[config.mk]
export PLATFORM = sky130hd
export DESIGN_NAME = mant_div_seq
export DESIGN_NICKNAME = d
export VERILOG_FILES = /design/src/rtl/mant_div_seq.sv
export SDC_FILE = /design/constraint.sdc
export NUM_CORES = 1
export LEC_CHECK = 0
export CAP_MARGIN = 10
export CORE_MARGIN = 2
export CORE_UTILIZATION = 45
export DETAILED_ROUTE_END_ITERATION = 8
export GPL_TIMING_DRIVEN = 0
export HOLD_SLACK_MARGIN = 0.06
export PLACE_DENSITY = 0.8
export SETUP_SLACK_MARGIN = 0.02
export SYNTH_ARGS = -nofsm -noshare
export SYNTH_HDL_FRONTEND = slang
export SYNTH_SLANG_ARGS = --single-unit
[constraint.sdc]
create_clock -name clk -period 4.6 [get_ports clk]
set_input_delay 1.38 -clock clk [delete_from_list [all_inputs] [get_ports clk]]
set_output_delay 1.38 -clock clk [all_outputs]
set_load 0.005 [all_outputs]
[src/rtl/mant_div_seq.sv]
`default_nettype none
// ============================================================================
//  Module      : mant_div_seq
//  Description : Iterative unsigned restoring divider for FPU mantissas.
//                Produces one quotient bit per clock: DWIDTH integer bits
//                followed by FBITS fraction bits, plus remainder and sticky.
//  Revision    : 1.0 - initial release
// ============================================================================
module mant_div_seq #(
    parameter int DWIDTH = 24,
    parameter int FBITS  = 2,
    parameter int CWIDTH = $clog2(DWIDTH + FBITS + 1)
) (
    input  logic                       clk,
    input  logic                       rst,
    input  logic                       in_valid,
    output logic                       in_ready,
    input  logic [DWIDTH-1:0]          dividend,
    input  logic [DWIDTH-1:0]          divisor,
    output logic                       out_valid,
    input  logic                       out_ready,
    output logic [DWIDTH+FBITS-1:0]    quotient,
    output logic [DWIDTH-1:0]          remainder,
    output logic                       sticky,
    output logic                       div_by_zero
);

    localparam int QW = DWIDTH + FBITS;

    localparam logic [1:0] c_ST_IDLE = 2'd0;
    localparam logic [1:0] c_ST_CALC = 2'd1;
    localparam logic [1:0] c_ST_DONE = 2'd2;

    logic [1:0]        r_state;
    logic              r_in_ready;
    logic              r_out_valid;
    logic [QW-1:0]     r_num;        // numerator bits still to be consumed, MSB first
    logic [DWIDTH-1:0] r_divisor;
    logic [DWIDTH-1:0] r_rem;        // partial remainder, always < divisor
    logic [QW-1:0]     r_quot;
    logic [CWIDTH-1:0] r_cnt;
    logic [DWIDTH-1:0] r_remainder;
    logic              r_sticky;
    logic              r_dbz;

    logic [DWIDTH:0]   w_shift;
    logic              w_ge;
    logic [DWIDTH:0]   w_next_rem;
    logic              w_last;

    // One restoring step: bring in the next numerator bit, subtract if it fits
    always_comb begin
        w_shift    = {r_rem, r_num[QW-1]};
        w_ge       = (w_shift >= {1'b0, r_divisor});
        w_next_rem = w_ge ? (w_shift - {1'b0, r_divisor}) : w_shift;
        w_last     = (r_cnt == CWIDTH'(1));
    end

    // Control FSM and datapath registers; all outputs are registered
    always_ff @(posedge clk) begin
        if (rst) begin
            r_state     <= c_ST_IDLE;
            r_in_ready  <= 1'b1;
            r_out_valid <= 1'b0;
            r_num       <= '0;
            r_divisor   <= '0;
            r_rem       <= '0;
            r_quot      <= '0;
            r_cnt       <= '0;
            r_remainder <= '0;
            r_sticky    <= 1'b0;
            r_dbz       <= 1'b0;
        end else begin
            case (r_state)
                c_ST_IDLE: begin
                    if (in_valid && r_in_ready) begin
                        r_divisor  <= divisor;
                        r_num      <= QW'(dividend) << FBITS;
                        r_rem      <= '0;
                        r_in_ready <= 1'b0;
                        if (divisor == '0) begin
                            // Nothing to iterate: report saturated quotient at once
                            r_state     <= c_ST_DONE;
                            r_out_valid <= 1'b1;
                            r_dbz       <= 1'b1;
                            r_quot      <= '1;
                            r_remainder <= '0;
                            r_sticky    <= 1'b0;
                        end else begin
                            r_state <= c_ST_CALC;
                            r_dbz   <= 1'b0;
                            r_quot  <= '0;
                            r_cnt   <= CWIDTH'(QW);
                        end
                    end
                end
                c_ST_CALC: begin
                    r_rem  <= w_next_rem[DWIDTH-1:0];
                    r_quot <= {r_quot[QW-2:0], w_ge};
                    r_num  <= r_num << 1;
                    r_cnt  <= r_cnt - CWIDTH'(1);
                    if (w_last) begin
                        r_state     <= c_ST_DONE;
                        r_out_valid <= 1'b1;
                        r_remainder <= w_next_rem[DWIDTH-1:0];
                        r_sticky    <= |w_next_rem;
                    end
                end
                c_ST_DONE: begin
                    if (out_ready) begin
                        r_state     <= c_ST_IDLE;
                        r_out_valid <= 1'b0;
                        r_in_ready  <= 1'b1;
                    end
                end
                default: begin
                    r_state     <= c_ST_IDLE;
                    r_out_valid <= 1'b0;
                    r_in_ready  <= 1'b1;
                end
            endcase
        end
    end

    assign in_ready    = r_in_ready;
    assign out_valid   = r_out_valid;
    assign quotient    = r_quot;
    assign remainder   = r_remainder;
    assign sticky      = r_sticky;
    assign div_by_zero = r_dbz;

endmodule
`default_nettype wire

# After elaboration in Yosys (flattened, before gate mapping)
# Cells that the tools add are included.
[word_totals] output_inout_bits=54 register_bits=135 wordCells=68 in_bits=52
[classes] n_reduce_logical=12 n_lt_le_gt_ge=1 n_eq_ne=8 bitwise_logic=1 addsub=2 mux=33
[ops] op="$pmux W26 S2" count=2
[ops] op="$mux W24" count=4
[ops] op="$pmux W24 S2" count=2
[ops] op="$mux W26" count=3
[ops] op="$ge A25 B24 Y1" count=1
[ops] op="$mux W25" count=1
[ops] op="$reduce_or A25 Y1" count=1
[ops] op="$sub A25 B24 Y25" count=1
[ops] op="$logic_not A24 Y1" count=1
[ops] op="$mux W1" count=10
[ops] op="$mux W5" count=2
[ops] op="$ne A2 B2 Y1 const B" count=5
[ops] op="$pmux W5 S2" count=1
[ops] op="$reduce_and A3 Y1" count=3
[ops] op="$mux W2" count=4
[ops] op="$reduce_and A4 Y1" count=2
[ops] op="$pmux W1 S3" count=2
[ops] op="$pmux W2 S3" count=1
[ops] op="$eq A5 B1 Y1 const B" count=1
[ops] op="$sub A5 B1 Y5 const B" count=1
[ops] op="$reduce_and A2 Y1" count=2
[ops] op="$eq A2 B1 Y1 const B" count=1
[ops] op="$eq A2 B2 Y1 const B" count=1
[ops] op="$logic_not A2 Y1" count=1
[ops] op="4 further kinds" count=4

# Logic depth before layout (Yosys ltp)
[logic_depth] ltp_word=5 depth_mapped=14 mapped_depth_nobuf=13

# Worst setup path before layout
# OpenSTA, ideal clock, no wires.
[synth_timing] kind="register to register" startpoint="register r_num[25]" endpoint="register r_sticky, in the netlist sticky" t_required_ns=4.460 stages_incl_launch_ff=14 setup_ns=0.140 synth_period_minus_slack_ns=3.342 slack_ns=1.258 t_arrival_ns=3.201 path_buffers=0 cell_sequence="dfxtp_1 inv_1 ha_1 inv_1 fa_1 a21o_2 a221o_1 a221o_1 xor2_1 or4_1 nor4b_1 and4b_1 o2bb2ai_1 a311oi_1"
[synth_via] elab_chain_len=5 word_cells_on_any_way=6 cone_classes="add/sub (1); order compare (1); mux (3); reduce/logical (1)"
[synth_lines] item="from (decl)" line_no="37" rtl="logic [QW-1:0] r_num;"
[synth_lines] item="from (signal assigned)" line_no="78" rtl="r_num <= QW'(dividend) << FBITS;"
[synth_lines] item="from (signal assigned)" line_no="100" rtl="r_num <= r_num << 1;"
[synth_lines] item="$sub A25 B24 Y25 / $ge A25 B24 Y1 (equally long branches)" line_no="55, 54"
[synth_lines] item="$mux W25 *" line_no="55" rtl="w_next_rem = w_ge ? (w_shift - {1'b0, r_divisor}) : w_shift;"
[synth_lines] item="$reduce_or A25 Y1 *" line_no="106" rtl="r_sticky <= |w_next_rem;"
[synth_lines] item="$mux W1 *" line_no="102" rtl="if (w_last) begin"
[synth_lines] item="$pmux W1 S2 *" line_no="74" rtl="case (r_state)"
[synth_lines] item="to (signal assigned)" line_no="106"
[synth_lines] item="to (decl)" line_no="43" rtl="logic r_sticky;"
# Mark *: on every way between the ends. The rest lies on a longest branch, timed or not. The select of a mux whose other input is x is not followed.
# A chain may end at the register's enable or synchronous reset.

# Worst setup path after layout
[layout_timing] startpoint="input port divisor[19]" endpoint="register r_sticky, in the netlist sticky"
[layout_via] elab_chain_len=3
[layout_lines] item="from (decl)" line_no="19" rtl="input logic [DWIDTH-1:0] divisor,"
[layout_lines] item="$logic_not A24 Y1" line_no="81" rtl="if (divisor == '0) begin"
[layout_lines] item="$ne A2 B2 Y1 (no line)"
[layout_lines] item="$reduce_and A4 Y1 (no line)"
# No other way between the ends.

==> out/metrics.json <==
{
  "status": {
    "run_status": "completed"
  },
  "logic_synthesis": {
    "synth.top_cell.area_share_pct": 38.4,
    "syn_nets": 972,
    "leading_register_cell_type_out_of_synthesis": "sky130_fd_sc_hd__dfxtp_1",
    "async_reset_ff_share_pct": 0,
    "synth-seq-cells": 133,
    "number_of_flops_mapped_to_enable_cells_by_yosys": 0,
    "synthesis.area_mm2": 0.00694,
    "netlist-cell-type-count": 58,
    "syn-instance-count": 893,
    "synthesis.yosys.warnings": 0,
    "portion_of_the_post_synthesis_area_used_by_sequential_elements_pct": 38.4,
    "synth_top_cell_by_area": "sky130_fd_sc_hd__dfxtp_1",
    "post_synth_main_area_contributors": "sky130_fd_sc_hd__dfxtp_1 38%, sky130_fd_sc_hd__a21oi_1 7.6%, sky130_fd_sc_hd__nand2_1 6.9%",
    "post_synth.cell_area_avg_um2": 7.77
  },
  "timing": {
    "final-setup-viol-count": 0,
    "totalNegativeSetupSlack_ns": 0,
    "max_freq_mhz": 257,
    "rsz_0062_raised_after_global_routing": "no",
    "drv_slew": 0,
    "min_period_over_period_pct": 84.6,
    "hold_viol": 0,
    "timing.final.crit_period_ns": 3.89,
    "final_worst_path_setup_slack_ns": 0.708,
    "worst_slew_pin_slew_ns": 0.757,
    "max_slew_margin_pct": 49.1,
    "fin_worst_skew_ns": 0.00943
  },
  "detailed_routing": {
    "met1Wirelength_um": 8420,
    "detail_route.drc_violations": 0,
    "route.detailed.wl_per_inst_um": 16.9,
    "top_signal_layer_used": "met4",
    "met2RoutedLength_um": 9880,
    "postRouteWirelength_um": 20500,
    "detailedRoute.firstPassIterationCount": 5,
    "detail-route-antenna-nets": 0,
    "met3WireLength_um": 1540,
    "vias_per_cell": 5.84,
    "num_vias": 7097,
    "detail_route.iter0.violations": 616
  },
  "cts": {
    "numCtsBuffers": 17,
    "htree_num_levels": 4,
    "clock_insertion_delay_worst_skew_ns": 0.43,
    "postCtsSetupBuffers": 0,
    "cts-hold-fix-buffers": 0,
    "clk_pin_slew_worst_paths_ns": 0.06,
    "cts_tree": "built",
    "root_buffer": "sky130_fd_sc_hd__clkbuf_16",
    "postCtsResizedCells": 0,
    "cts_buffer_depth": 2,
    "number_of_clock_sinks_seen_by_cts": 133
  },
  "critical_path": {
    "critical_path_fanouts_max": 5,
    "crit_path_kind": "primary input to flip-flop",
    "worst-endpoint-required_ns": 4.89,
    "max_stage_delay_ns": 0.69,
    "crit_path_start_kind": "primary input",
    "reg2reg_slack_ns": 0.72,
    "path_cells": "clkdlybuf4s50_1 > nor4_1 > nand4_1 > nor2_1 > a21oi_1 > and3_1 > a2111oi_0 > a311oi_1",
    "setup.worst_path.end_class": "flip-flop",
    "cp.arrival_ns": 4.18,
    "timing.critical_path.slowest_stage_cell": "sky130_fd_sc_hd__nor4_1"
  },
  "place": {
    "pre_cts_slack_ns": 0.351,
    "gp_congestion": 0.940,
    "hpwl_um": 15100,
    "io_buffers": 104,
    "numPlacedInstances": 1185
  },
  "power_and_ir_drop": {
    "total_switching_power_mw": 3.60,
    "p_int_mw": 4.11,
    "max-vdd-ir-drop_mv": 0.507,
    "cellPowerDensity_mw_per_mm2": 874,
    "pwr-share-clk_pct": 18.5,
    "static-leakage-power_nw": 3.28,
    "p_comb_share_pct": 62.1,
    "p_sw_share_pct": 46.7,
    "sequential_power_share_pct": 19.5
  },
  "global_route": {
    "global_route_wire_length_before_repair_um": 32800,
    "largest_net_degree_at_the_start_of_global_routing": 17,
    "globalRoute.totalOverflow": 0,
    "first_global_vias": 6557,
    "grt_antenna_before_repair": 0,
    "grtUsageTotal_pct": 25.2
  },
  "die": {
    "core_region_area_mm2": 0.0151,
    "fp.dieH_um": 128,
    "ioPinCount": 106,
    "initial_utilization_pct": 45.8,
    "placement_rows": 45,
    "die_area_mm2": 0.0164,
    "die_x_extent_um": 128
  },
  "hold_path": {
    "hp-class": "flip-flop to flip-flop"
  },
  "job": {
    "drv.max_cap_violation_count": 0
  },
  "layout": {
    "finish.cell_count_without_fillers": 1216,
    "nNetsFinal": 1095,
    "layout.cells.most_common": "sky130_fd_sc_hd__dfxtp_1",
    "final_core_utilization_pct": 58.3,
    "antenna_cells": 0,
    "layout_common_cells": "133 x sky130_fd_sc_hd__dfxtp_1, 128 x sky130_fd_sc_hd__nand2_1, 118 x sky130_fd_sc_hd__nor2_1, 106 x sky130_fd_sc_hd__a21oi_1, 104 x sky130_fd_sc_hd__clkdlybuf4s50_1",
    "layout-drive-gt1-share_pct": 4.77,
    "areaGrowthSynthToFinish_pct": 27.2,
    "number_of_filler_instances_in_the_final_layout": 1344
  }
}
per-layer routing:
layer,up-vias,GRT usage [%]
met5,-,0
met4,0,9.95
met3,56,6.59
met2,305,42.7
met1,3316,30.5
li1,3420,-
power groups by stage:
| stage | combinational (mW) | clock (mW) | sequential (mW) |
|---|---|---|---|
| 3_5_place_dp | 4.63 | 0 | 1.52 |
| 3_3_place_gp | 4.58 | 0 | 1.51 |
| 2_1_floorplan | 3.40 | 0 | 1.46 |
| 5_1_grt | 5.15 | 1.48 | 1.52 |
| 4_1_cts | 4.68 | 1.43 | 1.49 |
| 6_report | 4.79 | 1.43 | 1.50 |
state kept, by name, indices dropped and copies added (netlist names):
name and cells:
div_by_zero 1, out_valid 1, remainder 24, sticky 1
quotient 26, r_num 24, r_rem 24, r_cnt 5
r_divisor 24, r_state 2, in_ready 1
final cells by class:
type / instances / area, um^2 / share of cell area, %
inverters: 37 / 139 / 1.57
plain buffers: 71 / 285 / 3.23
multi-input cells: 652 / 3850 / 43.6
repair buffers: 104 / 1040 / 11.8
flip-flops and latches: 133 / 2660 / 30.2
clock buffers: 19 / 433 / 4.90
clock inverters: 12 / 180 / 2.04
well taps: 188 / 235 / 2.66
cells by family after synthesis:
group	synth area share, %
AND/OR/NAND/NOR	20.5
multiplexers	2.96
AO/OA/AOI/OAI	24.1
buffers and inverters	6.11
XOR/XNOR	3.03
flip-flops	38.4
adder cells (fa/ha/maj)	4.98
stage by stage:
step / area (um^2) / power, mW / hold WS, ns
2_1_floorplan: 6940 / 4.87 / 0.436
3_3_place_gp: 8220 / 6.09 / 0.444
3_5_place_dp: 8220 / 6.14 / 0.448
4_1_cts: 8830 / 7.61 / 0.456
5_1_grt: 8830 / 8.15 / 0.470
6_report: 8830 / 7.72 / 0.453
synth_stat cells (8+ instances only):
cell / n
sky130_fd_sc_hd__a21o_1: 8
sky130_fd_sc_hd__a21oi_1: 106
sky130_fd_sc_hd__a22oi_1: 34
sky130_fd_sc_hd__a311oi_1: 26
sky130_fd_sc_hd__a31oi_1: 27
sky130_fd_sc_hd__clkbuf_1: 59
sky130_fd_sc_hd__dfxtp_1: 133
sky130_fd_sc_hd__ha_1: 26
sky130_fd_sc_hd__inv_1: 37
sky130_fd_sc_hd__mux2i_1: 16
sky130_fd_sc_hd__nand2_1: 128
sky130_fd_sc_hd__nand3_1: 17
sky130_fd_sc_hd__nand4_1: 11
sky130_fd_sc_hd__nor2_1: 118
sky130_fd_sc_hd__nor3_1: 9
sky130_fd_sc_hd__nor4_1: 10
sky130_fd_sc_hd__xnor2_1: 16
sky130_fd_sc_hd__xor2_1: 8
worst max-delay path: cells and delay by family:
family                 cells  cell delay (ns)
and+or+nand+nor            4             1.57
buffers and inverters      1             0.45
AOI/OAI and AO/OA          3             0.77
path summary, 6_finish.rpt:
kind,from,end,cells after the start
setup / recovery,divisor[19],sticky$_SDFFE_PP0P_,8
hold / removal,r_divisor[11]$_SDFFE_PP0P_,r_divisor[11]$_SDFFE_PP0P_,2
setup reg to reg,r_divisor[1]$_SDFFE_PP0P_,r_rem[6]$_SDFFE_PP0P_,13
hold reg to reg,r_divisor[11]$_SDFFE_PP0P_,r_divisor[11]$_SDFFE_PP0P_,2
Power figures use the tool's default switching activity.
